[src/rtl/nclus_tx.sv]
// nclus_tx: tags pre-lv1 triggers with event IDs and pairs them with cluster counts.
// Optional head-of-queue timeout is enabled by defining NCLUS_TX_TIMEOUT_EN.
module nclus_tx #(
  parameter int DEPTH   = 16,
  parameter int TIMEOUT = 255
) (
  input  logic        clk,
  input  logic        rst_n,
  input  logic        in_live,
  input  logic        in_plv1,
  input  logic        in_clus_valid,
  input  logic [7:0]  in_clus_cnt,
  output logic        out_clus_ready,
  output logic [15:0] out_nclus,
  output logic        fifo_ovf,
  output logic [15:0] timeout_cnt
);

  localparam int AW = $clog2(DEPTH);
  localparam logic [AW:0] LP_FULL = (AW+1)'(DEPTH);
  localparam bit LP_OK = (DEPTH >= 2) && (DEPTH <= 64) &&
                         ((DEPTH & (DEPTH - 1)) == 0) &&
                         (TIMEOUT >= 1) && (TIMEOUT <= 65535);

  if (!LP_OK) begin : g_bad_param
    $error("nclus_tx: DEPTH or TIMEOUT out of range");
  end

  logic [9:0]    r_mem [DEPTH];
  logic [AW-1:0] r_wp;
  logic [AW-1:0] r_rp;
  logic [AW:0]   r_cnt;
  logic [9:0]    r_id;
  logic          r_plv1_d;
  logic          r_live_d;
  logic          r_ovf;
  logic [15:0]   r_nclus;

  logic          w_edge;
  logic          w_empty;
  logic          w_full;
  logic          w_ready;
  logic          w_accept;
  logic          w_acc_pop;
  logic          w_discard;
  logic          w_tmo;
  logic          w_pop;
  logic          w_push;
  logic          w_drop;
  logic          w_skip_nz;
  logic          w_live_rise;
  logic          w_sat;
  logic [3:0]    w_n4;
  logic [9:0]    w_head;
  logic [15:0]   w_word;

  assign w_edge      = in_plv1 & ~r_plv1_d;
  assign w_empty     = (r_cnt == '0);
  assign w_full      = (r_cnt == LP_FULL);
  assign w_ready     = in_live & (~w_empty | w_skip_nz);
  assign w_accept    = in_clus_valid & w_ready;
  assign w_discard   = w_accept & w_skip_nz;
  assign w_acc_pop   = w_accept & ~w_skip_nz;
  assign w_pop       = w_acc_pop | w_tmo;
  assign w_push      = in_live & w_edge & (~w_full | w_pop);
  assign w_drop      = in_live & w_edge & w_full & ~w_pop;
  assign w_live_rise = in_live & ~r_live_d;
  assign w_head      = r_mem[r_rp];
  assign w_sat       = |in_clus_cnt[7:4];
  assign w_n4        = w_sat ? 4'hF : in_clus_cnt[3:0];

  assign out_clus_ready = w_ready;
  assign out_nclus      = r_nclus;
  assign fifo_ovf       = r_ovf;

`ifdef NCLUS_TX_TIMEOUT_EN
  logic [15:0] r_age;
  logic [6:0]  r_skip;
  logic [15:0] r_tmo_cnt;

  assign w_skip_nz   = |r_skip;
  assign w_tmo       = in_live & ~w_empty & ~w_accept &
                       (r_age == 16'(TIMEOUT));
  assign timeout_cnt = r_tmo_cnt;

  always_ff @(posedge clk or negedge rst_n) begin
    if (!rst_n) begin
      r_age <= '0;
    end else if (!in_live || w_pop || w_empty) begin
      r_age <= '0;
    end else if (!w_accept) begin
      r_age <= r_age + 16'd1;
    end
  end

  // skip count tracks late results still owed for timed-out events
  always_ff @(posedge clk or negedge rst_n) begin
    if (!rst_n) begin
      r_skip <= '0;
    end else if (!in_live) begin
      r_skip <= '0;
    end else if (w_tmo) begin
      if (r_skip != 7'd127) r_skip <= r_skip + 7'd1;
    end else if (w_discard) begin
      r_skip <= r_skip - 7'd1;
    end
  end

  always_ff @(posedge clk or negedge rst_n) begin
    if (!rst_n) begin
      r_tmo_cnt <= '0;
    end else if (w_live_rise) begin
      r_tmo_cnt <= '0;
    end else if (w_tmo && r_tmo_cnt != 16'hFFFF) begin
      r_tmo_cnt <= r_tmo_cnt + 16'd1;
    end
  end
`else
  assign w_skip_nz   = 1'b0;
  assign w_tmo       = 1'b0;
  assign timeout_cnt = 16'h0000;
`endif

  always_comb begin
    w_word = 16'h0000;
    unique case (1'b1)
      w_acc_pop: w_word = {1'b1, w_sat, w_n4, w_head};
      w_tmo:     w_word = {2'b00, 4'hF, w_head};
      default:   w_word = 16'h0000;
    endcase
  end

  always_ff @(posedge clk or negedge rst_n) begin
    if (!rst_n) begin
      r_plv1_d <= 1'b0;
      r_live_d <= 1'b0;
      r_id     <= '0;
      r_nclus  <= '0;
    end else begin
      r_live_d <= in_live;
      r_nclus  <= w_word;
      if (!in_live) begin
        r_plv1_d <= 1'b0;
        r_id     <= '0;
      end else begin
        r_plv1_d <= in_plv1;
        if (w_edge) r_id <= r_id + 10'd1;
      end
    end
  end

  always_ff @(posedge clk or negedge rst_n) begin
    if (!rst_n) begin
      r_wp  <= '0;
      r_rp  <= '0;
      r_cnt <= '0;
    end else if (!in_live) begin
      r_wp  <= '0;
      r_rp  <= '0;
      r_cnt <= '0;
    end else begin
      if (w_push) r_wp <= r_wp + AW'(1);
      if (w_pop)  r_rp <= r_rp + AW'(1);
      unique case ({w_push, w_pop})
        2'b10:   r_cnt <= r_cnt + (AW+1)'(1);
        2'b01:   r_cnt <= r_cnt - (AW+1)'(1);
        default: r_cnt <= r_cnt;
      endcase
    end
  end

  always_ff @(posedge clk or negedge rst_n) begin
    if (!rst_n) begin
      for (int i = 0; i < DEPTH; i++) r_mem[i] <= '0;
    end else if (w_push) begin
      r_mem[r_wp] <= r_id;
    end
  end

  // dropped IDs still consume a number so the lv1a side sees the gap
  always_ff @(posedge clk or negedge rst_n) begin
    if (!rst_n) begin
      r_ovf <= 1'b0;
    end else if (w_live_rise) begin
      r_ovf <= 1'b0;
    end else if (w_drop) begin
      r_ovf <= 1'b1;
    end
  end

endmodule

[config.mk]
export PLATFORM = sky130hd
export DESIGN_NAME = nclus_tx
export DESIGN_NICKNAME = d
export VERILOG_FILES = /design/src/rtl/nclus_tx.sv
export SDC_FILE = /design/constraint.sdc
export NUM_CORES = 1
export LEC_CHECK = 0
export ABC_CLOCK_PERIOD_IN_PS = 5800
export BUFFER_PORTS_ARGS = -buffer_cell sky130_fd_sc_hd__clkbuf_2
export CAP_MARGIN = 20
export CORE_MARGIN = 3
export CORE_UTILIZATION = 49
export DETAILED_ROUTE_END_ITERATION = 6
export PLACE_DENSITY = 0.64
export SYNTH_ARGS = -nofsm -noshare
export SYNTH_HDL_FRONTEND = slang
export SYNTH_SLANG_ARGS = --single-unit
export TNS_END_PERCENT = 100
[constraint.sdc]
create_clock -name clk -period 5.8 [get_ports clk]
set_input_delay 1.45 -clock clk [delete_from_list [all_inputs] [get_ports clk]]
set_output_delay 1.45 -clock clk [all_outputs]
set_load 0.01 [all_outputs]
## After elaboration in Yosys (flattened, before gate mapping)

Index checks and enable logic that the tools add are counted.

| storage, ports and cells | value |
|---|---|
| register bits after elaboration | 202 |
| input bits | 13 |
| output and inout port bits | 34 |
| word-level logic and storage cells | 78 |

| cells by class | value |
|---|---|
| add/sub/neg operators | 5 |
| $lt $le $gt $ge | 3 |
| equality and inequality tests | 7 |
| muxes and demuxes | 19 |
| bitwise gates (word level) | 16 |
| reductions and logical operators | 4 |

Operators by type and width:

| operator | count |
|---|---|
| 160-bit bitwise mux | 1 |
| 10-bit two-way mux | 5 |
| 10-bit binary-select mux with 4-bit select | 1 |
| 10-bit demux with 4-bit select | 1 |
| 4-bit two-way mux | 5 |
| 16-bit two-way mux | 1 |
| 10-bit by 1-bit adder with 10-bit output (second input constant) | 1 |
| 5-bit greater-or-equal comparator (second input constant) | 2 |
| 4-bit NOT with 5-bit output | 2 |
| 5-bit one-hot mux with 2 select lines | 1 |
| 4-bit by 1-bit adder with 4-bit output (second input constant) | 2 |
| 1-bit AND | 8 |
| 2-bit by 1-bit != test with 1-bit output (second input constant) | 3 |
| 5-bit by 1-bit adder with 5-bit output (second input constant) | 1 |
| 5-bit equality test (second input constant) | 1 |
| 5-bit zero test | 1 |
| 5-bit by 1-bit < comparator with 1-bit output (second input constant) | 1 |
| 5-bit two-way mux | 1 |
| 1-bit NOT | 5 |
| 5-bit by 1-bit subtractor with 5-bit output (second input constant) | 1 |
| 4-bit OR reduction | 1 |
| 1-bit two-way mux | 3 |
| 3-bit by 1-bit != test with 1-bit output (second input constant) | 1 |
| 2-bit by 1-bit equality test with 1-bit output (second input constant) | 1 |
| other kinds (4) | 4 |

## Logic depth before layout (Yosys ltp)

| logic depth | value |
|---|---|
| depth after elaboration | 9 |
| depth in mapped cells | 10 |
| depth with buffers taken out | 9 |

## Least setup slack after synthesis

No wires, ideal clock.

| path | value |
|---|---|
| path kind | input-to-reg |
| start point | input in_plv1 |
| end point | register r_cnt[4] |
| setup time | 0.078 ns |
| data arrival time | 3.560 ns |
| required time | 5.722 ns |
| path slack | 2.162 ns |
| stages on the path | 10 |
| buffers on the path | 1 |
| cells stage by stage | nor2b_1 -> clkdlybuf4s15_1 -> a211o_1 -> xnor2_1 -> ha_1 -> or3_2 -> a21oi_1 -> mux2i_1 -> or3_1 -> a21boi_1 |

| between the ends | value |
|---|---|
| cells in the longest elaborated chain, start to end | 6 |
| elaborated cells on any way between the ends | 8 |

RTL lines:

| what | line | source |
|---|---|---|
| from (decl) | 10 | `input logic in_plv1,` |
| 1-bit AND * | 57 | `assign w_edge = in_plv1 & ~r_plv1_d;` |
| 1-bit AND * (2 in a row) | 65 | `assign w_push = in_live & w_edge & (~w_full \| w_pop);` |
| 2-bit by 1-bit equality test with 1-bit output / 2-bit equality test (equally long branches) | 164 | `unique case ({w_push, w_pop})` |
| 5-bit one-hot mux with 2 select lines | 164 |  |
| 5-bit two-way mux | 157 | `end else if (!in_live) begin` |
| to (signal assigned) | 165 | `2'b10: r_cnt <= r_cnt + (AW+1)'(1);` |
| to (signal assigned) | 166 | `2'b01: r_cnt <= r_cnt - (AW+1)'(1);` |
| to (signal assigned) | 167 | `default: r_cnt <= r_cnt;` |
| to (decl) | 32 | `logic [AW:0] r_cnt;` |

Every way passes the cells marked *; elsewhere a longest branch is shown, timed or not.
A chain may end at the register's enable or synchronous reset.

## Worst setup path after layout

| path | value |
|---|---|
| start point | input in_live |
| end point | register r_mem[8] (netlist name) |

| between the ends | value |
|---|---|
| cells in the longest elaborated chain, start to end | 4 |
| elaborated cells on any way between the ends | 5 |

RTL lines:

| what | line | source |
|---|---|---|
| from (decl) | 9 | `input logic in_live,` |
| 1-bit AND | 60 | `assign w_ready = in_live & (~w_empty \| w_skip_nz);` |
| 1-bit AND | 61 | `assign w_accept = in_clus_valid & w_ready;` |
| 1-bit bitwise OR | 65 |  |
| 1-bit AND * | 65 |  |
| to (signal, indexed assignment) | 176 | `r_mem[r_wp] <= r_id;` |
| to (decl) | 29 | `logic [9:0] r_mem [DEPTH];` |

Marks and branches as above.

==> summary.md <==
| Metric | Value |
|---|---|
| Final nets | 686 |
| Area contributors post-synth | dfrtp_1, mux2_2, mux4_2 |
| Leakage power | 4.850 nW |
| Synthesis-to-finish area growth | 10.14% |
| Core Area | 18390 sq um |
| Layout cells sized above 1 | 43.17% |
| Ys Warns | 0 |
| Global-route wire length before repair | 32.20 mm |
| Worst slew margin | between 30% and 40% |
| Die H | 144.3 microns |
| Synth Cell Area | 9368 sq um |
| Via/cell ratio | 5.790 |
| Max Slew Vio Count | 0 |
| Cell count after synthesis | around 650 |
| # IOs | 47 |
| Tmin final | 3.653 ns |
| CP max stage cell | nor2_2 |
| Startpoint types | input pin |
| Seq cells post-synth | just over 200 |
| Final Setup Violations | 0 |
| Clock transition at path regs | approximately 0.06 ns |
| HP Class | reg2reg |
| 1st-pass router iterations | 4 |
| Post-cts resize count | 0 |
| Final WL | 19.79 mm |
| Number of CTS-inserted buffers | 22 |
| Seq/Total Area, Yosys | 53.96% |
| Syn_area_per_cell | roughly 14 sq um |
| Yosys top cell area share | between 50% and 60% |
| Vias in the first global route | 5628 |
| Max rail drop VDD | approximately 0.40 mV |
| Period utilization | 62.99% |
| Worst path max stage delay | 0.66 ns |
| RR Startpoint | r_rp[0]$_DFFE_PN0P_ |
| Row count | 49 |
| Most used DFF post-synth | dfrtp_1 |
| Required @ worst endpoint | 6.17 ns |
| Outcome | completed |
| Setup_tns | 0 ns |
| Global Route Usage Sum | 19.94% |
| Reg2reg setup slack | 2.97 ns |
| Post-CTS setup buffers | 0 |
| Number of synthesized flops with an enable pin | 0 |
| Max_cap viols | 0 |
| Port buffer count | 30 |
| DPL Wire Length | 12.57 mm |
| Async set-or-reset flop fraction in the synthesized netlist | 100.0% |
| Die area | 20810 sq um |
| Total grt overflow | 0 |
| Cell Chain, Critical Path | clkbuf_2 > nand2_1 > a311oi_2 > nand2_1 > nor2_2 > mux2_2 |
| FF-to-FF path depth | 4 |
| Area leader, netlist | dfrtp_1 |
| Inserted Diodes | 0 |
| Worst EP arrival | 4.03 ns |
| DRC Markers | 0 |
| DR iter-0 viols | 267 |
| Cts hold-fix bufs | 0 |
| Critical path peak fanout | 31 |
| PD cells | 322.0 nW/um^2 |
| Initial core utilization | 50.93% |
| Pin count of the biggest net entering global routing | roughly 120 |
| Initial antenna violation count | 0 |
| Critical Path Start | in_live |
| End of the worst register-to-register path | out_nclus[0]$_DFF_PN0_ |
| H-tree levels | 1 |
| Final Hold Fails | 0 |
| Crit end category | register |
| Max clock buf depth | 3 |
| Cell Count, Final, Fillers Out | 910 |
| Clock sinks | 202 |
| Max Fclk | 273.7 MHz |
| Via count | between 5000 and 6000 |
| Die W | 144.3 microns |
| Crit path capture | r_mem[8]$_DFFE_PN0P_ |
| Worst slew pin tran | 1.018 ns |
| Critical path class | in2reg |
| DP Cell Count | 870 |
| Post-DRT Antenna Nets | 0 |
| DR WL/cell | 21.75 microns |
| Final GP Congestion | roughly 0.77 |
| Filler cells | 1513 |
| Distinct cells, synth | 43 |
| Clock Tree Root | clkbuf_16 |
| RSZ-0062 raised after global routing | false |
| Clock latency at the later pin of the worst-skew pair | around 0.50 ns |
| Clock skew | 0.008153 ns |
| Final core occ | 56.10% |
| CTS tree | yes |
| Most used cell along the critical path | nand2_1 |
-- report_power, final --
| group | switching [W] | internal, W |
|---|---|---|
| clock network | 0.000541 | 0.000821 |
| logic | 0.000215 | 0.000199 |
| registers | 0.0000976 | 0.00145 |
-- sequential cells by signal (all words and copies together), names as in the netlist --
name / flops
r_rp: 4
r_id: 10
r_cnt: 5
r_mem: 160
fifo_ovf: 1
r_live_d: 1
r_wp: 4
out_nclus: 16
r_plv1_d: 1
-- metal layers --
metal  global-route usage [%]  vias up  part of all wire [%]
met2                    31.72      117                    47
met4                    4.467        0                   1.8
met3                    3.439       30                   4.3
li1                         -     2359                     -
met5                        0        -                     0
met1                    29.16     2763                    47
-- cells in the mapped netlist (all sizes together) (6+ instances only) --
master,count
a211oi,20
and2,13
buf,24
clkbuf,35
dfrtp,202
ha,8
inv,8
mux2,162
mux2i,14
mux4,40
nand2,18
nand3,7
nand4,6
nor2,25
nor2b,13
nor3,6
o21ai,10
xnor2,12
-- worst min path at each step --
stage                                start                     end  slack [ns]  cells after the start
floorplan               r_live_d$_DFF_PN0_    fifo_ovf$_DFFE_PN0P_        0.47                      2
global placement    r_mem[126]$_DFFE_PN0P_  r_mem[126]$_DFFE_PN0P_        0.48                      1
detailed placement  r_mem[131]$_DFFE_PN0P_  r_mem[131]$_DFFE_PN0P_        0.49                      1
CTS                 r_mem[131]$_DFFE_PN0P_  r_mem[131]$_DFFE_PN0P_        0.50                      1
global route         r_mem[83]$_DFFE_PN0P_   r_mem[83]$_DFFE_PN0P_        0.51                      1
finish              r_mem[129]$_DFFE_PN0P_  r_mem[129]$_DFFE_PN0P_        0.50                      1
-- through the flow --
stage / setup slack, ns / power, W / hold WS, ns / instance area [sq um]
CTS: 2.124 / 0.003367 / 0.5042 / 10320
floorplan: 2.162 / 0.001873 / 0.4749 / 9424
global placement: 1.617 / 0.001988 / 0.4833 / 9604
detailed placement: 1.618 / 0.001996 / 0.4902 / 9604
global route: 1.848 / 0.003469 / 0.5102 / 10320
finish: 2.147 / 0.003322 / 0.5001 / 10320
-- critical path: cells and delay by family --
kind	cells	cell delay, ns
and+or+nand+nor	3	1.19
buffers and inverters	1	0.41
AOI/OAI and AO/OA	1	0.55
muxes	1	0.41
-- cells in the final DEF, fill, tap and decap left out, types with 4 or more instances in the layout --
master     count
buf_4          5
ha_1           8
mux2_2       160
o21ai_0       10
nor2_1        13
nor2_2        12
mux4_2        40
conb_1        16
nor2b_1       13
nand4_1        6
clkbuf_1       6
clkbuf_16     23
nand3_1        7
nand2_1       18
mux2i_1       14
dfrtp_1      200
a211oi_1      20
nor3_4         4
xnor2_1       12
inv_1          8
clkinv_2       6
clkbuf_8       5
and2_1        13
clkbuf_2      29
-- cell type report --
| cell class | instances | area [sq um] | share of cell area [%] |
|---|---|---|---|
| Timing Repair Buffer | 35 | 196.4 | 1.904 |
| Multi-Input combinational cell | 396 | 4034 | 39.10 |
| Inverter | 8 | 30.03 | 0.2911 |
| Tap cell | 229 | 286.5 | 2.777 |
| Clock buffer | 33 | 653.1 | 6.330 |
| Sequential cell | 202 | 5057 | 49.02 |
| Clock inverter | 7 | 60.06 | 0.5821 |
-- kinds of logic after synthesis --
logic type,Yosys count,share of synthesized area [%]
buf+inv,68,3.580
flops,202,53.96
xor+xnor,13,1.215
compound gates,42,3.165
mux,216,30.67
fa+ha+maj,8,1.069
simple gates,101,6.304
other cells,1,0.04003
Power figures use the tool's default switching activity.
